## config.mk

```make
export PLATFORM = sky130hd
export DESIGN_NAME = cpu_exec_ctrl
export DESIGN_NICKNAME = d
export VERILOG_FILES = /design/src/rtl/cpu_ctrl_pkg.sv /design/src/rtl/run_tick_div.sv /design/src/rtl/cpu_exec_ctrl.sv
export SDC_FILE = /design/constraint.sdc
export NUM_CORES = 1
export LEC_CHECK = 0
export CAP_MARGIN = 10
export CORE_MARGIN = 2
export CORE_UTILIZATION = 40
export CTS_CLUSTER_SIZE = 14
export DETAILED_ROUTE_END_ITERATION = 7
export PLACE_DENSITY = 0.73
export SETUP_SLACK_MARGIN = 0.3
export SYNTH_ARGS = -nofsm -noshare
export SYNTH_HDL_FRONTEND = slang
export SYNTH_HIERARCHICAL = 1
export SYNTH_SLANG_ARGS = --single-unit
export TNS_END_PERCENT = 10
```

## constraint.sdc

```tcl
create_clock -name clk -period 5 [get_ports clk]
set_clock_uncertainty 0.1 [all_clocks]
set_input_delay 1.5 -clock clk [delete_from_list [all_inputs] [get_ports clk]]
set_output_delay 1.5 -clock clk [all_outputs]
set_load 0.02 [all_outputs]
```

## src/rtl/cpu_ctrl_pkg.sv

```systemverilog
// Shared definitions for the MIPS execution sequencer: FSM state encoding,
// the halt opcode and the stop-condition helper used on every RUN tick.
package cpu_ctrl_pkg;

    typedef enum logic [1:0] {
        ST_IDLE = 2'b00,
        ST_RUN  = 2'b01,
        ST_STEP = 2'b10,
        ST_HALT = 2'b11
    } exec_state_t;

    // syscall encoding; the core treats it as "stop here"
    localparam logic [31:0] HALT_INSN = 32'h0000_000C;

    // True when the instruction at pc must not be executed in RUN mode.
    function automatic logic stop_hit(
        input logic        bp_en,
        input logic [31:0] pc,
        input logic [31:0] bp_addr,
        input logic [31:0] insn
    );
        return (bp_en && (pc == bp_addr)) || (insn == HALT_INSN);
    endfunction

endpackage

```

## src/rtl/run_tick_div.sv

```systemverilog
// Free-running divider for RUN mode: counts 0..RUN_DIV-1 while enabled and
// flags the terminal count. clr returns the count to zero and masks the tick.
module run_tick_div #(
    parameter int RUN_DIV = 50_000_000,
    parameter int DIV_W   = 27
) (
    input  logic clk,
    input  logic reset,
    input  logic clr,
    input  logic en,
    output logic tick
);

    localparam logic [DIV_W-1:0] TERM_C = DIV_W'(RUN_DIV - 1);

    logic [DIV_W-1:0] div_r;
    logic             term_s;

    assign term_s = (div_r == TERM_C);
    assign tick   = en && !clr && term_s;

    // Divider register: wraps on the terminal count, held at zero while cleared
    always_ff @(posedge clk) begin
        if (!reset) begin
            div_r <= '0;
        end else if (clr) begin
            div_r <= '0;
        end else if (en) begin
            if (term_s) begin
                div_r <= '0;
            end else begin
                div_r <= div_r + DIV_W'(1);
            end
        end else begin
            div_r <= div_r;
        end
    end

endmodule

```

## src/rtl/cpu_exec_ctrl.sv

```systemverilog
// Execution sequencer for the single-cycle MIPS core. Produces the one-cycle
// commit enable from the run switch (divided rate) or a step key press, stops
// on a PC breakpoint or halt instruction, and counts committed instructions.
module cpu_exec_ctrl
    import cpu_ctrl_pkg::*;
#(
    parameter int RUN_DIV = 50_000_000,
    parameter int DIV_W   = 27,
    parameter int CNT_W   = 32
) (
    input  logic             clk,
    input  logic             reset,
    input  logic             run,
    input  logic             step,
    input  logic             bp_en,
    input  logic [31:0]      bp_addr,
    input  logic [31:0]      pc,
    input  logic [31:0]      instruction,
    output logic             cpu_ce,
    output logic [1:0]       state,
    output logic             halted,
    output logic [CNT_W-1:0] cycle_cnt
);

    exec_state_t      state_r;
    exec_state_t      state_s;
    logic             step_q_r;
    logic             step_rise_s;
    logic             run_active_s;
    logic             tick_s;
    logic             stop_s;
    logic             cpu_ce_r;
    logic             cpu_ce_s;
    logic             halted_r;
    logic [CNT_W-1:0] cnt_r;
    logic [CNT_W-1:0] cnt_s;

    assign step_rise_s  = step && !step_q_r;
    assign run_active_s = (state_r == ST_RUN) && run;
    assign stop_s       = stop_hit(bp_en, pc, bp_addr, instruction);

    assign state     = state_r;
    assign cpu_ce    = cpu_ce_r;
    assign halted    = halted_r;
    assign cycle_cnt = cnt_r;

    // Divider only runs while RUN is being held; any other cycle restarts it
    run_tick_div #(
        .RUN_DIV (RUN_DIV),
        .DIV_W   (DIV_W)
    ) u_div (
        .clk   (clk),
        .reset (reset),
        .clr   (!run_active_s),
        .en    (run_active_s),
        .tick  (tick_s)
    );

    // Next-state and commit decision; the pulse is registered with the state
    always_comb begin
        state_s  = state_r;
        cpu_ce_s = 1'b0;
        case (state_r)
            ST_IDLE: begin
                if (run) begin
                    state_s = ST_RUN;
                end else if (step_rise_s) begin
                    state_s  = ST_STEP;
                    cpu_ce_s = 1'b1;
                end else begin
                    state_s = ST_IDLE;
                end
            end
            ST_STEP: begin
                state_s = ST_IDLE;
            end
            ST_RUN: begin
                if (!run) begin
                    state_s = ST_IDLE;
                end else if (tick_s) begin
                    if (stop_s) begin
                        state_s = ST_HALT;
                    end else begin
                        state_s  = ST_RUN;
                        cpu_ce_s = 1'b1;
                    end
                end else begin
                    state_s = ST_RUN;
                end
            end
            ST_HALT: begin
                if (step_rise_s) begin
                    state_s  = ST_STEP;
                    cpu_ce_s = 1'b1;
                end else if (!run) begin
                    state_s = ST_IDLE;
                end else begin
                    state_s = ST_HALT;
                end
            end
            default: begin
                state_s = ST_IDLE;
            end
        endcase
    end

    // Saturating increment of the instruction count on each commit
    always_comb begin
        cnt_s = cnt_r;
        if (cpu_ce_s && (cnt_r != {CNT_W{1'b1}})) begin
            cnt_s = cnt_r + CNT_W'(1);
        end else begin
            cnt_s = cnt_r;
        end
    end

    // FSM state, commit pulse, halt flag and key history
    always_ff @(posedge clk) begin
        if (!reset) begin
            state_r  <= ST_IDLE;
            cpu_ce_r <= 1'b0;
            halted_r <= 1'b0;
            step_q_r <= 1'b0;
        end else begin
            state_r  <= state_s;
            cpu_ce_r <= cpu_ce_s;
            halted_r <= (state_s == ST_HALT);
            step_q_r <= step;
        end
    end

    // Instruction counter
    always_ff @(posedge clk) begin
        if (!reset) begin
            cnt_r <= '0;
        end else begin
            cnt_r <= cnt_s;
        end
    end

endmodule

```

== Word-level counts from Yosys, hierarchy flattened ==
Cells that the tools add are included.
W data, S select, Z words.

* Register bits: 64
* Bits of input ports: 101
* Word-level logic and storage cells: 41

* Add/subtract/negate cells: 2
* Equal/unequal tests: 8
* Multiplexer cells: 14
* Bitwise gates (word level): 2
* Reduce and logical (&&, ||, !) cells: 9

{| class="wikitable"
|+ Operators by type and width
! operator !! number
|-
| $add A32 B1 Y32 const B || 1
|-
| $eq A32 B32 Y1 || 1
|-
| $eq A32 B4 Y1 const B || 1
|-
| $ne A32 B32 Y1 const B || 1
|-
| $add A27 B1 Y27 const B || 1
|-
| $eq A27 B26 Y1 const B || 1
|-
| $mux W2 || 7
|-
| $pmux W2 S4 || 1
|-
| $eq A2 B2 Y1 const B || 3
|-
| $logic_and A1 B1 Y1 || 5
|-
| $mux W1 || 5
|-
| $pmux W1 S3 || 1
|-
| $reduce_or A3 Y1 || 1
|-
| $eq A2 B1 Y1 const B || 1
|-
| $logic_not A2 Y1 || 1
|-
| $not A1 Y1 || 2
|-
| $logic_not A1 Y1 || 1
|-
| $logic_or A1 B1 Y1 || 1
|}

== Logic depth before layout (Yosys ltp) ==
* Word-level depth: 8
* Mapped depth: 11

== By module ==
The synthesis kept the hierarchy.

{| class="wikitable"
|+ By module, submodules not included
! module !! times used !! cells an instance !! area each (um2) !! seq. area each (um2)
|-
| cpu_exec_ctrl || 1 || 292 || 2394.8 || 740.7
|-
| run_tick_div || 1 || 166 || 1385.1 || 540.5
|}

== Worst setup path after synthesis ==
Ideal clock, no wire load.

* Kind: input-to-reg
* Start point: input port run
* End point: register cnt_r[1] (netlist: cycle_cnt[1])
* Library setup time: 0.070 ns
* Arrival: 4.021 ns
* Data required time: 4.830 ns
* Setup slack: 0.808 ns
* Cell stages on the path: 10
* Path buffers: 2
* Path through: nand2_1 > nor2_1 > and4_1 > clkbuf_1 > nand2_1 > nor4_1 > a31oi_4 > buf_2 > or3b_2 > a21oi_1

* Longest elaborated chain between the ends: 6
* Elaborated cells on any way between the ends: 7
* Classes of those cells: mux (4); reduce/logical (3)

{| class="wikitable"
|+ Ends and longest elaborated chain
! element !! RTL line !! text
|-
| start: declaration || cpu_exec_ctrl.sv:13 || <nowiki>input logic run,</nowiki>
|-
| $logic_and A1 B1 Y1 || cpu_exec_ctrl.sv:39 || <nowiki>assign run_active_s = (state_r == ST_RUN) && run;</nowiki>
|-
| named net run_active_s || cpu_exec_ctrl.sv:29 || <nowiki>logic run_active_s;</nowiki>
|-
| $logic_and A1 B1 Y1 || run_tick_div.sv:20 || <nowiki>assign tick = en && !clr && term_s;</nowiki>
|-
| named net tick_s || cpu_exec_ctrl.sv:30 || <nowiki>logic tick_s;</nowiki>
|-
| $mux W1 || cpu_exec_ctrl.sv:80 || <nowiki>end else if (tick_s) begin</nowiki>
|-
| $mux W1 || cpu_exec_ctrl.sv:78 || <nowiki>if (!run) begin</nowiki>
|-
| $pmux W1 S3 || cpu_exec_ctrl.sv:63 || <nowiki>case (state_r)</nowiki>
|-
| $logic_and A1 B1 Y1 || cpu_exec_ctrl.sv:110 || <nowiki>if (cpu_ce_s && (cnt_r != {CNT_W{1'b1}})) begin</nowiki>
|-
| end signal: assignment || cpu_exec_ctrl.sv:137 || <nowiki>cnt_r <= cnt_s;</nowiki>
|-
| end: declaration || cpu_exec_ctrl.sv:35 || <nowiki>logic [CNT_W-1:0] cnt_r;</nowiki>
|}

The timed path passes the listed nets, and every way through them passes these cells.
A chain may end at the register's enable or synchronous reset.

== Worst setup path after layout ==
* Start point: input port run
* End point: register cnt_r[21] (netlist: cycle_cnt[21])

The elaborated chain is that of the path after synthesis.

==> impl_metrics.py <==
metrics = {
    "power": {
        "swShare_pct": 23.5,
        "seqPwrFrac_pct": 49.1,
        "p_clk_share_pct": 36.5,
        "p_switching_mw": 0.246,
        "power_density_mw_per_mm2": 194,
        "power.leakage_nw": 1.67,
        "intPower_mw": 0.801,
        "peakVddDrop_mv": 0.117,
        "combPwrFrac_pct": 14.3,
        "total_power_mw": 1.05,
    },
    "setup_path": {
        "end_kind": "flop",
        "crit_fanout": 55,
        "crit_required_ns": 5.16,
        "start_kind": "input port",
        "critPathKind": "in2reg",
        "cp_data_arrival_time_ns": 4.39,
    },
    "placed_design": {
        "io_buffer_count": 136,
        "placed_cell_area_mm2": 0.00523,
        "dp.final_hpwl_um": 8700,
        "gp_congestion": 0.887,
    },
    "synthesis": {
        "syn-num-nets": 561,
        "synth_cells": 458,
        "synth.top_cell.area_share_pct": 33.9,
        "ys_top_cells_by_area": "dfxtp_1 34%, xnor2_1 7.9%, a21oi_1 4.2%, nand2_1 4.1%, nand4_1 3.8%",
        "ys_dominant_reg_cell": "dfxtp_1",
        "synth-edff-count": 0,
        "ys_types": 52,
        "async_flop_share_pct": 0,
        "ys_warn_count": 6,
        "seq_area_frac_synth_pct": 33.9,
        "synth_area_mm2": 0.00378,
        "yosys.area.top_type": "dfxtp_1",
        "syn_avg_cell_area_um2": 8.25,
        "synth-seq-cells": 64,
    },
    "run": {
        "maxCapViolations": 0,
    },
    "route": {
        "viasPerCell": 5.60,
        "routed_wl_um": 11100,
        "vias": 3961,
        "routedWlPerCell_um": 15.6,
        "drc": 0,
        "dr.first_iter.drc_count": 136,
        "final_antenna_net_count": 0,
        "firstDrtPassIters": 4,
    },
    "sta": {
        "finalHoldViolCount": 0,
        "fmaxAchievable_mhz": 237,
        "whs_ns": 0.385,
        "rsz0062_at_grt": "false",
        "worstMarginPinSlew_ns": 0.694,
        "fin_crit_sh_pct": 84.5,
        "setup_viol": 0,
        "timing.slew.headroom_pct": 53.4,
        "fin_crit_ns": 4.23,
        "slew_violations": 0,
        "fin_setup_tns_ns": 0,
    },
    "clocking": {
        "h-tree-depth": 3,
        "cts_sinks": 64,
        "cts_root_buf": "clkbuf_8",
        "cts_tree": "built",
        "clk_pin_slew_ns": 0.07,
        "clockBufferDepth": 2,
        "cts_setup_buffers": 0,
        "insertion_delay_ns": 0.34,
        "cts_buffers": 9,
        "cts_resized": 0,
        "ctsHoldBuffers": 0,
    },
    "global_routing": {
        "first_global_vias": 3776,
        "grt_antenna_before_repair": 2,
        "grt_overflow": 0,
        "grt_pass1_wl_um": 17600,
        "grt_start_max_net_pins": 56,
        "track_usage_pct": 21.9,
    },
    "layout": {
        "finalNetCount": 691,
        "postLayoutCoreUtil_pct": 58.7,
        "area_delta_synth_final_pct": 42.8,
        "fill_cells": 875,
        "layout-drive-gt1-share_pct": 5.40,
        "design_area_mm2": 0.00540,
    },
    "floorplanning": {
        "die_w_um": 101,
        "die_y_um": 101,
        "core_mm2": 0.00920,
        "io_pins": 137,
        "rows": 35,
        "dieArea_mm2": 0.0102,
        "initial_core_util_pct": 41.1,
    },
    "worst_hold_path": {
        "hold_path.class": "reg2reg",
    },
    "outcome": {
        "status": "completed",
    },
}
[through the flow]
step                      setup WS, ns  instances
after floorplan                  0.808        458
after global placement           0.545        688
after detailed placement         0.453        688
after CTS                        0.816        704
after global routing             0.633        706
final                            0.773        707
[critical path, stage by stage]
cell             delay (ns)
clkdlybuf4s50_1        0.53
nand2_1                0.07
nor2_1                 0.09
buf_4                  0.18
and4_1                 0.31
nand2_1                0.11
nor4_1                 0.52
a31oi_4                0.18
buf_12                 0.22
or4_1                  0.51
a21oi_1                0.15
[layer usage]
layer	GRT usage [%]	share of wire [%]	routed length (um)	up-vias
li1	-	-	-	1967
met1	24.0	39	4300	1855
met2	39.8	53	5810	124
met3	5.18	6.0	666	15
met4	9.98	2.6	286	0
met5	0	0	0	-
[registers in the layout, indices dropped and copies added, names as in the netlist]
register and flops:
u_div/div_r 27, halted 1, cycle_cnt 32, step_q_r 1
state 2, cpu_ce 1
[cell families (layout without fill, tap and decap cells)]
group | Yosys count | after routing | share of synthesized area [%]
XOR/XNOR | 43 | 43 | 9.96
AO/OA/AOI/OAI | 81 | 81 | 13.7
buffers and inverters | 27 | 162 | 3.28
multiplexers | 12 | 12 | 3.21
AND/OR/NAND/NOR | 229 | 229 | 35.3
adder cells (fa/ha/maj) | 2 | 2 | 0.662
flip-flops | 64 | 64 | 33.9
other | 0 | 3 | 0
[synth_stat cells, drive strengths merged, types with 12 or more instances]
library cell	n
nand3	23
nand4	24
a21oi	32
dfxtp	64
nor2	24
nor3	14
nor4	19
o21ai	19
and3	12
or4	12
o31ai	14
or3	17
nand2b	17
xnor2	34
nand2	41
[layout make-up]
class	count	area, um^2	share of cell area [%]
timing repair buffer	141	1410	26.1
sequential	64	1280	23.7
inverter	5	18.8	0.348
multi-input combinational	367	2370	44.0
tap	111	139	2.57
clock buffer	12	145	2.69
antenna	3	7.51	0.139
clock inverter	4	20.0	0.371
[power by group through the flow]
| stage | Clock [mW] | Sequential [mW] | Combinational [mW] |
|---|---|---|---|
| floorplan | 0 | 0.528 | 0.0492 |
| global placement | 0 | 0.526 | 0.148 |
| detailed placement | 0 | 0.526 | 0.150 |
| CTS | 0.393 | 0.514 | 0.151 |
| global route | 0.418 | 0.514 | 0.160 |
| finish | 0.382 | 0.515 | 0.150 |
[cell usage in the layout (no fill, tap or decap), types with 3 or more instances in the layout]
cell,count
o21ai_0,15
xor2_1,9
inv_1,4
nor4_1,17
clkinv_2,4
xnor2_1,34
mux2i_1,11
or3_1,17
nor3_1,13
nand2_1,41
clkbuf_8,10
and3_1,12
o311ai_1,3
o21bai_1,3
nand3b_1,3
o21ai_1,4
dfxtp_1,64
and2_1,7
o31ai_1,13
nand4_1,23
nor2_1,24
clkdlybuf4s50_1,136
diode_2,3
a21oi_1,32
buf_4,4
o41ai_1,3
nand3_1,22
nand2b_1,17
and4_1,6
or4_1,12
[path summary, 6_finish.rpt]
| kind | start | to | slack, ns | cells after the start |
|---|---|---|---|---|
| max | run | cycle_cnt[21]$_SDFFE_PN0P_ | 0.77 | 11 |
| min reg2reg | u_div/div_r[26]$_SDFFE_PP0P_ | u_div/div_r[26]$_SDFFE_PP0P_ | 0.38 | 2 |
| min | u_div/div_r[26]$_SDFFE_PP0P_ | u_div/div_r[26]$_SDFFE_PP0P_ | 0.38 | 2 |
| max reg2reg | u_div/div_r[8]$_SDFFE_PP0P_ | cycle_cnt[21]$_SDFFE_PN0P_ | 1.97 | 7 |
Note: power is estimated with default switching activity, not from simulation.
